**config.mk**
```make
export PLATFORM = sky130hd
export DESIGN_NAME = aes_128_sched
export DESIGN_NICKNAME = d
export VERILOG_FILES = /design/src/rtl/aes_128_sched.sv
export SDC_FILE = /design/constraint.sdc
export NUM_CORES = 2
export LEC_CHECK = 0
export ABC_CLOCK_PERIOD_IN_PS = 23000
export BUFFER_PORTS_ARGS = -buffer_cell sky130_fd_sc_hd__buf_2
export CORE_MARGIN = 5
export CORE_UTILIZATION = 30
export DETAILED_ROUTE_END_ITERATION = 16
export GPL_ROUTABILITY_DRIVEN = 0
export GPL_TIMING_DRIVEN = 0
export REMOVE_ABC_BUFFERS = 1
export SETUP_SLACK_MARGIN = 0.5
export SYNTH_ARGS = -nofsm -noshare
export SYNTH_HDL_FRONTEND = slang
export SYNTH_MEMORY_MAX_BITS = 65536
export SYNTH_SLANG_ARGS = --single-unit
```
**constraint.sdc**
```tcl
create_clock -name clk -period 23 [get_ports clk]
set_clock_uncertainty 0.15 [all_clocks]
set_input_delay 2.3 -clock clk [delete_from_list [all_inputs] [get_ports clk]]
set_output_delay 2.3 -clock clk [all_outputs]
set_load 0.02 [all_outputs]
```
**src/rtl/aes_128_sched.sv**
```systemverilog
// aes_128_sched: round-robin front end that shares one non-stallable aes_128
// pipeline between two requesters. Every issue reserves an output FIFO slot
// up front (credits) so results returning from the pipeline always have room.
module aes_128_sched #(
  parameter int unsigned LATENCY    = 21,
  parameter int unsigned FIFO_DEPTH = 32
) (
  input  logic         clk,
  input  logic         rst_n,
  input  logic         req0_valid,
  output logic         req0_ready,
  input  logic [127:0] req0_state,
  input  logic [127:0] req0_key,
  input  logic         req1_valid,
  output logic         req1_ready,
  input  logic [127:0] req1_state,
  input  logic [127:0] req1_key,
  output logic [127:0] aes_state,
  output logic [127:0] aes_key,
  input  logic [127:0] aes_out,
  output logic         rsp_valid,
  input  logic         rsp_ready,
  output logic [127:0] rsp_data,
  output logic         rsp_id,
  output logic         busy
);

  localparam int unsigned AW = $clog2(FIFO_DEPTH);
  localparam int unsigned PW = AW + 1;
  localparam int unsigned DW = 128;

  // Issue path registers
  logic [DW-1:0]      r_aes_state;
  logic [DW-1:0]      r_aes_key;
  logic               r_rr;

  // In-flight tracking: one valid/ID pair per pipeline stage
  logic [LATENCY-1:0] r_sr_vld;
  logic [LATENCY-1:0] r_sr_id;

  // Output FIFO with extra wrap bit on the pointers
  logic [DW-1:0]      r_mem_data [FIFO_DEPTH];
  logic               r_mem_id   [FIFO_DEPTH];
  logic [PW-1:0]      r_wr_ptr;
  logic [PW-1:0]      r_rd_ptr;
  logic               r_rsp_valid;

  // Credits = jobs in flight + FIFO occupancy
  logic [PW-1:0]      r_credits;
  logic               r_busy;

  logic               w_pop;
  logic               w_can_issue;
  logic               w_win0;
  logic               w_win1;
  logic               w_issue;
  logic               w_issue_id;
  logic               w_capture;
  logic               w_cap_id;
  logic               w_full;
  logic [PW-1:0]      w_wr_nxt;
  logic [PW-1:0]      w_rd_nxt;
  logic [PW-1:0]      w_credits_nxt;
  logic [DW-1:0]      w_issue_state;
  logic [DW-1:0]      w_issue_key;

  assign w_pop       = r_rsp_valid && rsp_ready;
  assign w_can_issue = (r_credits < PW'(FIFO_DEPTH)) || w_pop;

  // A lone requester always wins; with both valid the RR pointer decides
  assign w_win1 = req1_valid && (!req0_valid || r_rr);
  assign w_win0 = req0_valid && !w_win1;

  assign req0_ready = w_win0 && w_can_issue;
  assign req1_ready = w_win1 && w_can_issue;

  assign w_issue    = req0_ready || req1_ready;
  assign w_issue_id = req1_ready;

  assign w_capture  = r_sr_vld[LATENCY-1];
  assign w_cap_id   = r_sr_id[LATENCY-1];

  assign w_full   = (r_wr_ptr[AW] != r_rd_ptr[AW]) &&
                    (r_wr_ptr[AW-1:0] == r_rd_ptr[AW-1:0]);
  assign w_wr_nxt = r_wr_ptr + PW'(w_capture);
  assign w_rd_nxt = r_rd_ptr + PW'(w_pop);

  // Select the winning requester's payload and next credit count
  always_comb begin
    w_issue_state = req0_state;
    w_issue_key   = req0_key;
    w_credits_nxt = r_credits;
    if (w_issue_id) begin
      w_issue_state = req1_state;
      w_issue_key   = req1_key;
    end
    if (w_issue && !w_pop) begin
      w_credits_nxt = r_credits + PW'(1);
    end else if (!w_issue && w_pop) begin
      w_credits_nxt = r_credits - PW'(1);
    end
  end

  // Issue registers, arbitration pointer, in-flight shift register, FIFO control
  always_ff @(posedge clk or negedge rst_n) begin
    if (!rst_n) begin
      r_aes_state <= '0;
      r_aes_key   <= '0;
      r_rr        <= 1'b0;
      r_sr_vld    <= '0;
      r_sr_id     <= '0;
      r_wr_ptr    <= '0;
      r_rd_ptr    <= '0;
      r_rsp_valid <= 1'b0;
      r_credits   <= '0;
      r_busy      <= 1'b0;
    end else begin
      if (w_issue) begin
        r_aes_state <= w_issue_state;
        r_aes_key   <= w_issue_key;
        r_rr        <= ~w_issue_id;
      end
      r_sr_vld    <= {r_sr_vld[LATENCY-2:0], w_issue};
      r_sr_id     <= {r_sr_id[LATENCY-2:0], w_issue_id};
      r_wr_ptr    <= w_wr_nxt;
      r_rd_ptr    <= w_rd_nxt;
      r_rsp_valid <= (w_wr_nxt != w_rd_nxt);
      r_credits   <= w_credits_nxt;
      r_busy      <= (w_credits_nxt != '0);
    end
  end

  // FIFO storage; a full-FIFO write only happens alongside a pop of the same slot
  always_ff @(posedge clk) begin
    if (w_capture) begin
      r_mem_data[r_wr_ptr[AW-1:0]] <= aes_out;
      r_mem_id[r_wr_ptr[AW-1:0]]   <= w_cap_id;
    end
  end

  // Credits guarantee a free slot for every capture
  a_no_overflow: assert property (@(posedge clk) disable iff (!rst_n)
    !(w_capture && w_full && !w_pop));

  assign aes_state = r_aes_state;
  assign aes_key   = r_aes_key;
  assign rsp_valid = r_rsp_valid;
  assign rsp_data  = r_mem_data[r_rd_ptr[AW-1:0]];
  assign rsp_id    = r_mem_id[r_rd_ptr[AW-1:0]];
  assign busy      = r_busy;

endmodule

```
* Yosys cells after proc, flatten, opt, wreduce, memory -nomap -nowiden
Memory sizes are Yosys's and may differ from the RTL's.
Cells that the tools add are included.
** Word-level totals
- Register bits :: 319
- Output and inout bits :: 389
- Bits in read-only memories :: 0
- Memory bits (writable) :: 4128
- Latch bits :: 0
- Logic and storage cells :: 40
- Memories :: 2
- Bits of input ports :: 645
** Memories
- r_mem_data :: depth 32, bits a word 128, rd ports 1, clocked after Yosys merged registers in 0, wr ports 1, RTL line 42 : logic [DW-1:0] r_mem_data [FIFO_DEPTH];
- r_mem_id :: depth 32, bits a word 1, rd ports 1, clocked after Yosys merged registers in 0, wr ports 1, RTL line 43 : logic r_mem_id [FIFO_DEPTH];
** Cells by class
- Shifts and indexed selects :: 0
- Magnitude comparators :: 1
- Div/mod/pow operators :: 0
- Reduce and logical (&&, ||, !) cells :: 15
- Multiply operators :: 0
- Add/subtract/negate cells :: 4
- Equal/unequal tests :: 1
- Bitwise gates (word level) :: 1
- Mux-type cells :: 6
** Operators by type and width (number)
- 128-bit two-way mux :: 2
- 6-bit by 1-bit adder with 6-bit output :: 2
- 6-bit two-way mux :: 2
- 1-bit logical AND :: 7
- 6-bit by 1-bit adder with 6-bit output (second input constant) :: 1
- 6-bit less-than comparator (second input constant) :: 1
- 6-bit inequality test :: 1
- 6-bit nonzero test :: 1
- 6-bit by 1-bit subtractor with 6-bit output (second input constant) :: 1
- 1-bit logical NOT :: 4
- 1-bit logical OR :: 3
- 1-bit two-way mux :: 2
- 1-bit inverter :: 1

* Depth between registers and ports, before layout
- Depth after elaboration :: 12
- Mapped depth :: 11
- Depth with buffers taken out :: 8

* Worst setup path before layout
Ideal clock, no wire load.
- Path type :: reg2reg
- Start :: register r_wr_ptr[2]
- End :: memory r_mem_data[4][0], enable pin
- Setup time :: 0.619 ns
- Stages on the path, launching flop included :: 4
- Path slack :: 15.773 ns
- Period minus slack after synthesis :: 7.227 ns
- Arrival time :: 6.458 ns
- Required time :: 22.231 ns
- Path through :: dfrtp_1 clkbuf_1 or3b_2 nor2_1
** RTL lines
- start: declaration :: RTL line 44 : logic [PW-1:0] r_wr_ptr;
- start signal: assignment :: RTL line 125 : r_wr_ptr <= w_wr_nxt;
- end: declaration :: RTL line 42
Straight into the memory's write port.

* Worst setup path after layout
- Start :: register r_rd_ptr[0]
- End :: output rsp_data[111]
** Between the ends
- Longest elaborated chain between the ends :: 1
** Ends and longest elaborated chain
- start: declaration :: RTL line 45 : logic [PW-1:0] r_rd_ptr;
- start signal: assignment :: RTL line 126 : r_rd_ptr <= w_rd_nxt;
- memory 32 x 128 bit
- end: declaration :: RTL line 23 : output logic [127:0] rsp_data,
Every way passes these cells.

==> results.py <==
metrics = {
    "global_route": {
        "grt_max_degree": 125,
        "grt-ovfl-total": 0,
        "antenna_found_initial": 186,
        "grt_pass1_vias": 88790,
        "grt_pass1_wl_mm": 748.4,
        "grt_util_all_layers_pct": 18.53,
    },
    "power_and_ir_drop": {
        "ir_worst_vdd_mv": 0.1028,
        "p_switching_mw": 7.934,
        "leakage_nw": 66.42,
        "internal-power_mw": 16.78,
        "clockPowerShare_pct": 29.2,
        "power_mw": 24.72,
        "seqPwrFrac_pct": 38.8,
        "power_density_nw_per_um2": 120.0,
        "p_sw_share_pct": 32.10,
        "comb_power_share_pct": 32.0,
    },
    "floorplanning": {
        "die_x_um": 762.0,
        "dieArea_um2": 580700,
        "pin_count": 1034,
        "rows": 276,
        "core_um2": 564300,
        "die_h_um": 762.0,
        "start_util_pct": 30.07,
    },
    "logic_synthesis": {
        "synth-main-ff-cell": "edfxtp_1",
        "synth.distinct_cells": 41,
        "syn_area_per_cell_um2": 22.38,
        "synth.yosys.seq_area_share_pct": 77.77,
        "synth_commonest_cells": "4128 x edfxtp_1, 1234 x mux4_2, 535 x nand2_1, 319 x dfrtp_1, 311 x nor2_1",
        "synth_area_leader_cell": "edfxtp_1",
        "synth_edf_count": 4128,
        "synthArstFlopShare_pct": 7.173,
        "synth_top_area_share_pct": 73.07,
        "synthTopCellsByArea": "edfxtp_1 73%, mux4_2 16%, dfrtp_1 4.7%",
        "yosysMostFrequentCell": "edfxtp_1",
        "syn_area_um2": 169700,
        "ys_warn_count": 0,
        "ys_seq_elements": 4447,
        "syn-instance-count": 7581,
    },
    "cts": {
        "clk_latency_ns": 1.06,
        "post_cts_buffers": 0,
        "clk_pin_slew_ns": 0.06,
        "root_buffer": "clkbuf_16",
        "cts_repair_resize_count": 0,
        "cts_inserted_buffers": 456,
        "cts.path.max_buffers": 4,
        "cts_tree": "yes",
        "htreeDepth": 5,
        "postCtsHoldBufs": 0,
        "cts_sinks": 4447,
    },
    "sta": {
        "maxSlewViolCount": 0,
        "setup_viol": 0,
        "holdWs_ns": 0.1957,
        "fin_ws_ns": 14.47,
        "slew-limit-headroom_pct": 21.56,
        "max_clock_freq_mhz": 117.2,
        "period_needed_ns": 8.531,
        "rsz0062_at_grt": "false",
        "finalCritPeriodShare_pct": 37.09,
        "hold_viol": 0,
        "worst_slew_pin_slew_ns": 1.174,
    },
    "min_path": {
        "hold_class": "reg -> reg",
    },
    "final_layout": {
        "utilization_pct": 36.52,
        "nFillCells": 51120,
        "areaGrowthSynthToFinish_pct": 21.45,
        "drive_above_1_share_pct": 36.84,
        "multi_input_area_um2": 36090,
        "layout.nets": 9671,
        "area.sequential_um2": 132000,
    },
    "setup_path": {
        "critical_path_peak_fanout": 42,
        "startpoint_type": "flop",
        "crit_type": "reg -> out",
        "cp_data_arrival_time_ns": 6.08,
        "cp-end-kind": "output pin",
        "crit_required_ns": 20.55,
    },
    "route": {
        "route.detailed.drc": 0,
        "antenna_left": 0,
        "vias": 87530,
        "vias_per_cell": 5.143,
        "wl_per_cell_um": 32.62,
        "routed_wl_mm": 555.2,
        "drtIter0Drc": 9759,
        "drt_pass1_iterations": 9,
    },
    "place": {
        "dp_slack_ns": 15.36,
        "dp_hpwl_mm": 383.7,
        "port_buffers": 1033,
    },
    "flow_run": {
        "cap_viol_max_count": 0,
    },
    "run_status": {
        "status": "complete, no violations",
    },
}
==> cells in the final DEF (no fill, tap or decap), drive strengths merged, types with 137 or more instances in the layout <==
cell	synthesis	layout
nor2	311	311
mux2	137	137
a31oi	271	271
mux4	1234	1234
nand2	535	535
edfxtp	4128	4128
dfrtp	319	319
clkbuf	253	563
clkinv	0	197
buf	181	1415
==> metal layers <==
layer,global-route usage [%],routed length [um],vias to the layer above
li1,-,-,34730
met1,22.75,208600,47290
met2,30.49,270000,4409
met3,5.613,50870,1071
met4,7.533,25210,30
met5,0.5951,528,-
==> critical path, stage by stage, from the launching register on <==
cell	delay (ns)
dfrtp_4	0.79
buf_16	0.33
buf_16	0.31
buf_16	0.32
buf_16	0.34
buf_16	0.34
buf_16	0.28
buf_16	0.28
buf_16	0.28
mux4_2	0.54
mux4_2	0.51
mux2_2	0.29
buf_2	0.16
==> cell type report <==
class                   instances  area share (%)
diodes                        126          0.1530
inverters                       6         0.01457
flip-flops and latches       4447           64.04
clock buffers                 563           5.762
multi-input cells            2694           17.52
repair buffers               1415           6.648
well taps                    7506           4.558
clock inverters               263           1.307
==> sequential cells by signal, summed over array words and instances (netlist names), 6 cells and up <==
signal,cells
r_credits,6
r_wr_ptr,6
r_mem_id,32
aes_key,128
r_mem_data,4096
r_sr_id,21
aes_state,128
r_sr_vld,21
r_rd_ptr,6
==> power groups by stage <==
stage	Clock, mW	Sequential (mW)	Combinational, mW
CTS	7.38	9.59	8.03
floorplan	0	10.6	8.43
finish	7.22	9.60	7.90
global route	7.72	9.63	8.34
global placement	0	10.7	10.8
detailed placement	0	9.74	8.01
==> worst paths after layout <==
| path | start | slack (ns) | depth (start not counted) | endpoint |
|---|---|---|---|---|
| setup / recovery | r_rd_ptr[0] | 14.47 | 12 | rsp_data[111] |
| hold / removal | r_sr_vld[19] | 0.20 | 0 | r_sr_vld[20] |
| setup reg to reg | rsp_valid | 19.32 | 11 | aes_state[4] |
| hold reg to reg | r_sr_vld[19] | 0.20 | 0 | r_sr_vld[20] |
| max in group asynchronous | rst_n | 19.79 | 3 | aes_key[56] |
| min in group asynchronous | rst_n | 1.09 | 1 | aes_state[119] |
==> per-stage QoR <==
stage / TNS [ns] / std cells / instance area, um^2
2_1_floorplan: -2844.45 / 7147 / 167800
3_3_place_gp: -6301.85 / 15690 / 182400
6_report: 0 / 17020 / 206100
3_5_place_dp: 0 / 16070 / 191200
5_1_grt: 0 / 17000 / 206000
4_1_cts: 0 / 16890 / 205700
==> cells by family (layout without fill, tap and decap cells) <==
kind of cell               count (synthesis)  after routing  synth area share [%]
xor gates and xnor gates                  19             19               0.09809
DFF                                     4447           4447                 77.77
buffers and inverters                    440           2247                 1.113
muxes                                   1421           1421                 17.59
other                                      0            126                     0
AOI/OAI and AO/OA                        356            356                 1.343
and+or+nand+nor                          892            892                 2.045
adders and majority gates                  6              6               0.04425
(Power assumes the default switching activity.)
